## config.mk

```make
export PLATFORM = sky130hd
export DESIGN_NAME = pdm_mic_rx
export DESIGN_NICKNAME = d
export VERILOG_FILES = /design/src/rtl/pdm_pkg.sv /design/src/rtl/sync_2ff.sv /design/src/rtl/pdm_mic_rx.sv
export SDC_FILE = /design/constraint.sdc
export NUM_CORES = 1
export LEC_CHECK = 0
export ABC_AREA = 1
export CORE_MARGIN = 8
export CORE_UTILIZATION = 58
export DETAILED_ROUTE_END_ITERATION = 12
export MAX_ROUTING_LAYER = met4
export PLACE_DENSITY = 0.82
export SLEW_MARGIN = 15
export SYNTH_ARGS = -nofsm -noshare
export SYNTH_HDL_FRONTEND = slang
export SYNTH_HIERARCHICAL = 1
export SYNTH_SLANG_ARGS = --single-unit
export TNS_END_PERCENT = 20
```

## constraint.sdc

```tcl
create_clock -name clk -period 2.5 [get_ports clk]
set_input_delay 0.75 -clock clk [delete_from_list [all_inputs] [get_ports clk]]
set_output_delay 0.75 -clock clk [all_outputs]
set_load 0.005 [all_outputs]
```

## src/rtl/pdm_pkg.sv

```systemverilog
// Constants shared by the PDM receive path and the PDM bit-clock generator,
// plus the helper that sizes a PCM sample for a given decimation ratio.
package pdm_pkg;

    localparam int PDM_DECIM_DEFAULT = 128;
    localparam int PDM_CLK_DIV       = 32;

    // A sample holds the ones-count of a window, i.e. 0..decim inclusive.
    function automatic int pdm_sample_w(input int decim);
        return $clog2(decim + 1);
    endfunction

    localparam int PDM_SAMPLE_W = $clog2(PDM_DECIM_DEFAULT + 1);

    typedef logic [PDM_SAMPLE_W-1:0] pdm_sample_t;

endpackage

```

## src/rtl/sync_2ff.sv

```systemverilog
// Two-flop synchronizer for a single asynchronous bit; resets to 0.
module sync_2ff (
    input  logic clk,
    input  logic rst,
    input  logic d_i,
    output logic q_o
);

    logic s1_q;
    logic s2_q;

    always_ff @(posedge clk or posedge rst) begin
        if (rst) begin
            s1_q <= 1'b0;
            s2_q <= 1'b0;
        end else begin
            s1_q <= d_i;
            s2_q <= s1_q;
        end
    end

    assign q_o = s2_q;

endmodule

```

## src/rtl/pdm_mic_rx.sv

```systemverilog
// PDM microphone receiver: counts ones over each DECIM-bit window and offers
// the count as a PCM sample through a single-entry valid/ready output register.
module pdm_mic_rx
    import pdm_pkg::*;
#(
    parameter int DECIM = PDM_DECIM_DEFAULT,
    parameter int OUT_W = pdm_sample_w(DECIM)
) (
    input  logic             clk,
    input  logic             rst,
    input  logic             pdm_clk,
    input  logic             pdm_data,
    output logic [OUT_W-1:0] sample_tdata,
    output logic             sample_valid,
    input  logic             sample_ready,
    output logic             overrun
);

    localparam int               CNT_W    = $clog2(DECIM);
    localparam logic [CNT_W-1:0] LAST_BIT = CNT_W'(DECIM - 1);

    logic             d_s2;
    logic             pdm_clk_q;
    logic             seen_low_q;
    logic [CNT_W-1:0] bit_cnt_q, bit_cnt_d;
    logic [CNT_W-1:0] ones_q, ones_d;
    logic [OUT_W-1:0] tdata_q, tdata_d;
    logic             valid_q, valid_d;
    logic             overrun_q, overrun_d;
    logic             rise;
    logic             window_done;
    logic             handshake;
    logic [OUT_W-1:0] result;

    sync_2ff u_data_sync (
        .clk (clk),
        .rst (rst),
        .d_i (pdm_data),
        .q_o (d_s2)
    );

    // pdm_clk_q resets low, so a pdm_clk that is already high at reset
    // release would look like a rise; seen_low_q holds edges off until
    // pdm_clk has actually been sampled low once.
    assign rise        = pdm_clk & ~pdm_clk_q & seen_low_q;
    assign window_done = rise && (bit_cnt_q == LAST_BIT);
    assign handshake   = valid_q & sample_ready;
    assign result      = OUT_W'(ones_q) + OUT_W'(d_s2);

    always_comb begin
        bit_cnt_d = bit_cnt_q;
        ones_d    = ones_q;
        tdata_d   = tdata_q;
        valid_d   = valid_q;
        overrun_d = 1'b0;

        if (handshake) begin
            valid_d = 1'b0;
        end

        if (rise) begin
            if (window_done) begin
                bit_cnt_d = '0;
                ones_d    = '0;
                if (!valid_q || handshake) begin
                    tdata_d = result;
                    valid_d = 1'b1;
                end else begin
                    overrun_d = 1'b1;
                end
            end else begin
                bit_cnt_d = bit_cnt_q + CNT_W'(1);
                ones_d    = ones_q + CNT_W'(d_s2);
            end
        end
    end

    always_ff @(posedge clk or posedge rst) begin
        if (rst) begin
            pdm_clk_q  <= 1'b0;
            seen_low_q <= 1'b0;
            bit_cnt_q  <= '0;
            ones_q     <= '0;
            tdata_q    <= '0;
            valid_q    <= 1'b0;
            overrun_q  <= 1'b0;
        end else begin
            pdm_clk_q  <= pdm_clk;
            seen_low_q <= seen_low_q | ~pdm_clk;
            bit_cnt_q  <= bit_cnt_d;
            ones_q     <= ones_d;
            tdata_q    <= tdata_d;
            valid_q    <= valid_d;
            overrun_q  <= overrun_d;
        end
    end

    assign sample_tdata = tdata_q;
    assign sample_valid = valid_q;
    assign overrun      = overrun_q;

endmodule

```

==> out/summary.txt <==
clk sink count = 28
DRT antenna net count = 0
DR DRC count = 0
core box area = 0.002148 mm2
FF-to-FF setup slack = 1.07 ns
WL met1 = 992 um
Netlist Area Pre-Place = 0.001281 mm2
Top FF cell, synth = dfrtp_1
Tot Pwr = 1.011 mW
postcts setup bufs = 0
FP Rows = 17
post-synth top area share = 0.5469
vias in the first global route = 1024
worst slack, placed = 0.3474 ns
clock latency on the worst-skew pair = 0.32 ns
first-pass GRT wire length = 4.188 mm
WHS Path Cells = 0
Clock Pin Slew Worst Setup and Hold Paths = 0.14 ns
crit path launch = sample_tdata[3]
critical path capture point type = output pin
Post-synth EDFFs = 0
CTS tree = yes
fraction of layout cells with a size suffix above 1 = 0.08434
setup TNS = 0 ns
non-filler instance count after layout = 194
Post-Layout Inst Area = 0.001500 mm2
Via Count = 962
worst hold margin = 0.3741 ns
fin. max-slew vios = 0
Met2 Wirelength = 1.213 mm
Crit Path Category = flip-flop to output pin
routability congestion estimate = 0.8808
cell taking the most area after synthesis = dfrtp_1
register area share after synthesis = 0.5469
H-tree levels = 1
WP depth = 1
Reg-to-Reg End = sample_tdata[2]
data required time of the worst path = 1.75 ns
critical path peak fanout = 2
most common cell in the netlist = nand2_1
cell count after synthesis = 147
Max Clk Rate = 0.5106 GHz
Post-Synthesis Net Count = 155
antenna cells = 0
initial core utilization = 0.5964
1st-pass router iterations = 4
crit path time final = 1.958 ns
top cells by area, synth = dfrtp_1 (55%), nand2_1 (18%), inv_1 (4.7%)
CP Cell Sequence = clkdlybuf4s50_1
Max stage delay on crit path = 0.51 ns
vias per cell = 4.959
Final Hold Vio Count = 0
DP Cell Count = 190
GRT Resource Usage Total = 0.1304
Yosys warning count = 6
CTS max path bufs = 2
CP delay by family, top = buffers and inverters
VDD IR-drop max = 525.3 uV
register bit total from synthesis = 28
Setup crit end = sample_tdata[3]
1st-iter DRT viols = 59
antenna violations before repair = 0
Critical-path top delay cell = clkdlybuf4s50_1
cells on worst reg2reg path = 8
Die H = 63 um
pin count of the biggest net entering global routing = 27
unrepaired setup endpoints after global routing = false
post-route setup slack = 0.5415 ns
full die area = 0.003969 mm2
NumNets Final = 175
outcome = finished, final reports clean
clk root buf = clkbuf_4
Layout Skew = 0.01159 ns
final period utilization = 0.7834
HPWL Detailed = 1.833 mm
reg2reg start = bit_cnt_q[1]
Tightest Pin Transition = 0.3351 ns
max-cap violations = 0
Final Setup Violations = 0
Leak Pwr = 0.7374 nW
total grt overflow = 0
Arr. time, crit path = 1.21 ns
Routed WL per cell = 11.97 um
met3 WL = 95 um
IO Pins = 15
Port Buffers = 14
startpoint types = flip-flop
hold buffer count at cts = 0
Area Overhead vs Synth = 17.09%
die width = 63 um
pwr dens = 673.9 mW/mm2
drt total wl = 2.322 mm
Unique masters post-synth = 18
Post-synth ARST share = 1.000
CTS resizes = 0
Worst slew margin = 0.7766
top sig layer = met4
Buf+Inv Stages, Crit Path = 1
top cells by count, synth = nand2_1 (61), dfrtp_1 (28), inv_1 (16)
DP Area = 0.001464 mm2
Finished Core Util = 0.6983
CTS buffer count = 3
Hold Path Class = flip-flop to flip-flop
Syn Area/Cell = 8.716 um2
-- worst min path at each step --
stage                                  to        startpoint  slack (ns)
after detailed placement  u_data_sync/q_o  u_data_sync/s1_q        0.34
after global placement    u_data_sync/q_o  u_data_sync/s1_q        0.33
final                     u_data_sync/q_o  u_data_sync/s1_q        0.37
after floorplan           u_data_sync/q_o  u_data_sync/s1_q        0.33
after global routing      u_data_sync/q_o  u_data_sync/s1_q        0.39
after CTS                 u_data_sync/q_o  u_data_sync/s1_q        0.38
-- metal layers --
layer  global-route usage  up-vias
met1               0.1416      450
met5                    -        -
met4              0.04558        0
met3              0.02867        2
li1                     -      493
met2               0.2279       17
-- cells in the final DEF (no fill, tap or decap) --
| master | Yosys | layout |
|---|---|---|
| xnor2_1 | 4 | 4 |
| dfrtp_1 | 28 | 28 |
| ha_1 | 3 | 3 |
| nand3_1 | 7 | 7 |
| o21a_1 | 1 | 1 |
| clkbuf_8 | 0 | 1 |
| inv_1 | 16 | 16 |
| nand2_1 | 61 | 61 |
| clkdlybuf4s50_1 | 0 | 14 |
| o21ai_1 | 1 | 1 |
| a21oi_2 | 1 | 1 |
| nor2_1 | 10 | 10 |
| nor2_4 | 4 | 4 |
| nand3_4 | 1 | 1 |
| clkbuf_4 | 0 | 3 |
| nand3_2 | 1 | 1 |
| nor2_2 | 1 | 1 |
| buf_4 | 0 | 1 |
| nand2_2 | 1 | 1 |
| nand4_1 | 1 | 1 |
| o21ai_0 | 5 | 5 |
| xor2_1 | 1 | 1 |
-- state kept, by name, indices dropped and copies added (netlist names) --
register          count
sample_tdata          8
sample_valid          1
overrun               1
u_data_sync/s1_q      1
bit_cnt_q             7
pdm_clk_q             1
seen_low_q            1
u_data_sync/q_o       1
ones_q                7
-- final cells by class --
cell class	instances	area, um2
clock buffers	4	36.28
repair buffers	15	147.6
inverters	16	60.06
flip-flops and latches	28	700.7
well taps	28	35.03
multi-input cells	103	520.5
fillers	173	648.1
-- report_power, final --
part / switching (mW) / internal, mW / leakage [nW] / total (mW)
clock: 0.128 / 0.0891 / 0.0210 / 0.217
combinational: 0.118 / 0.0795 / 0.357 / 0.198
sequential: 0.0748 / 0.522 / 0.359 / 0.597
total: 0.321 / 0.690 / 0.737 / 1.01
-- cell families (layout without fill, tap and decap cells) --
kind of cell	Yosys count	after routing	share of synthesized area
AND/OR/NAND/NOR	87	87	0.3067
flip-flops	28	28	0.5469
buffers and inverters	16	35	0.04688
AO/OA/AOI/OAI	8	8	0.03613
XOR/XNOR	5	5	0.03418
adder cells (fa/ha/maj)	3	3	0.02930
(Power assumes the default switching activity.)
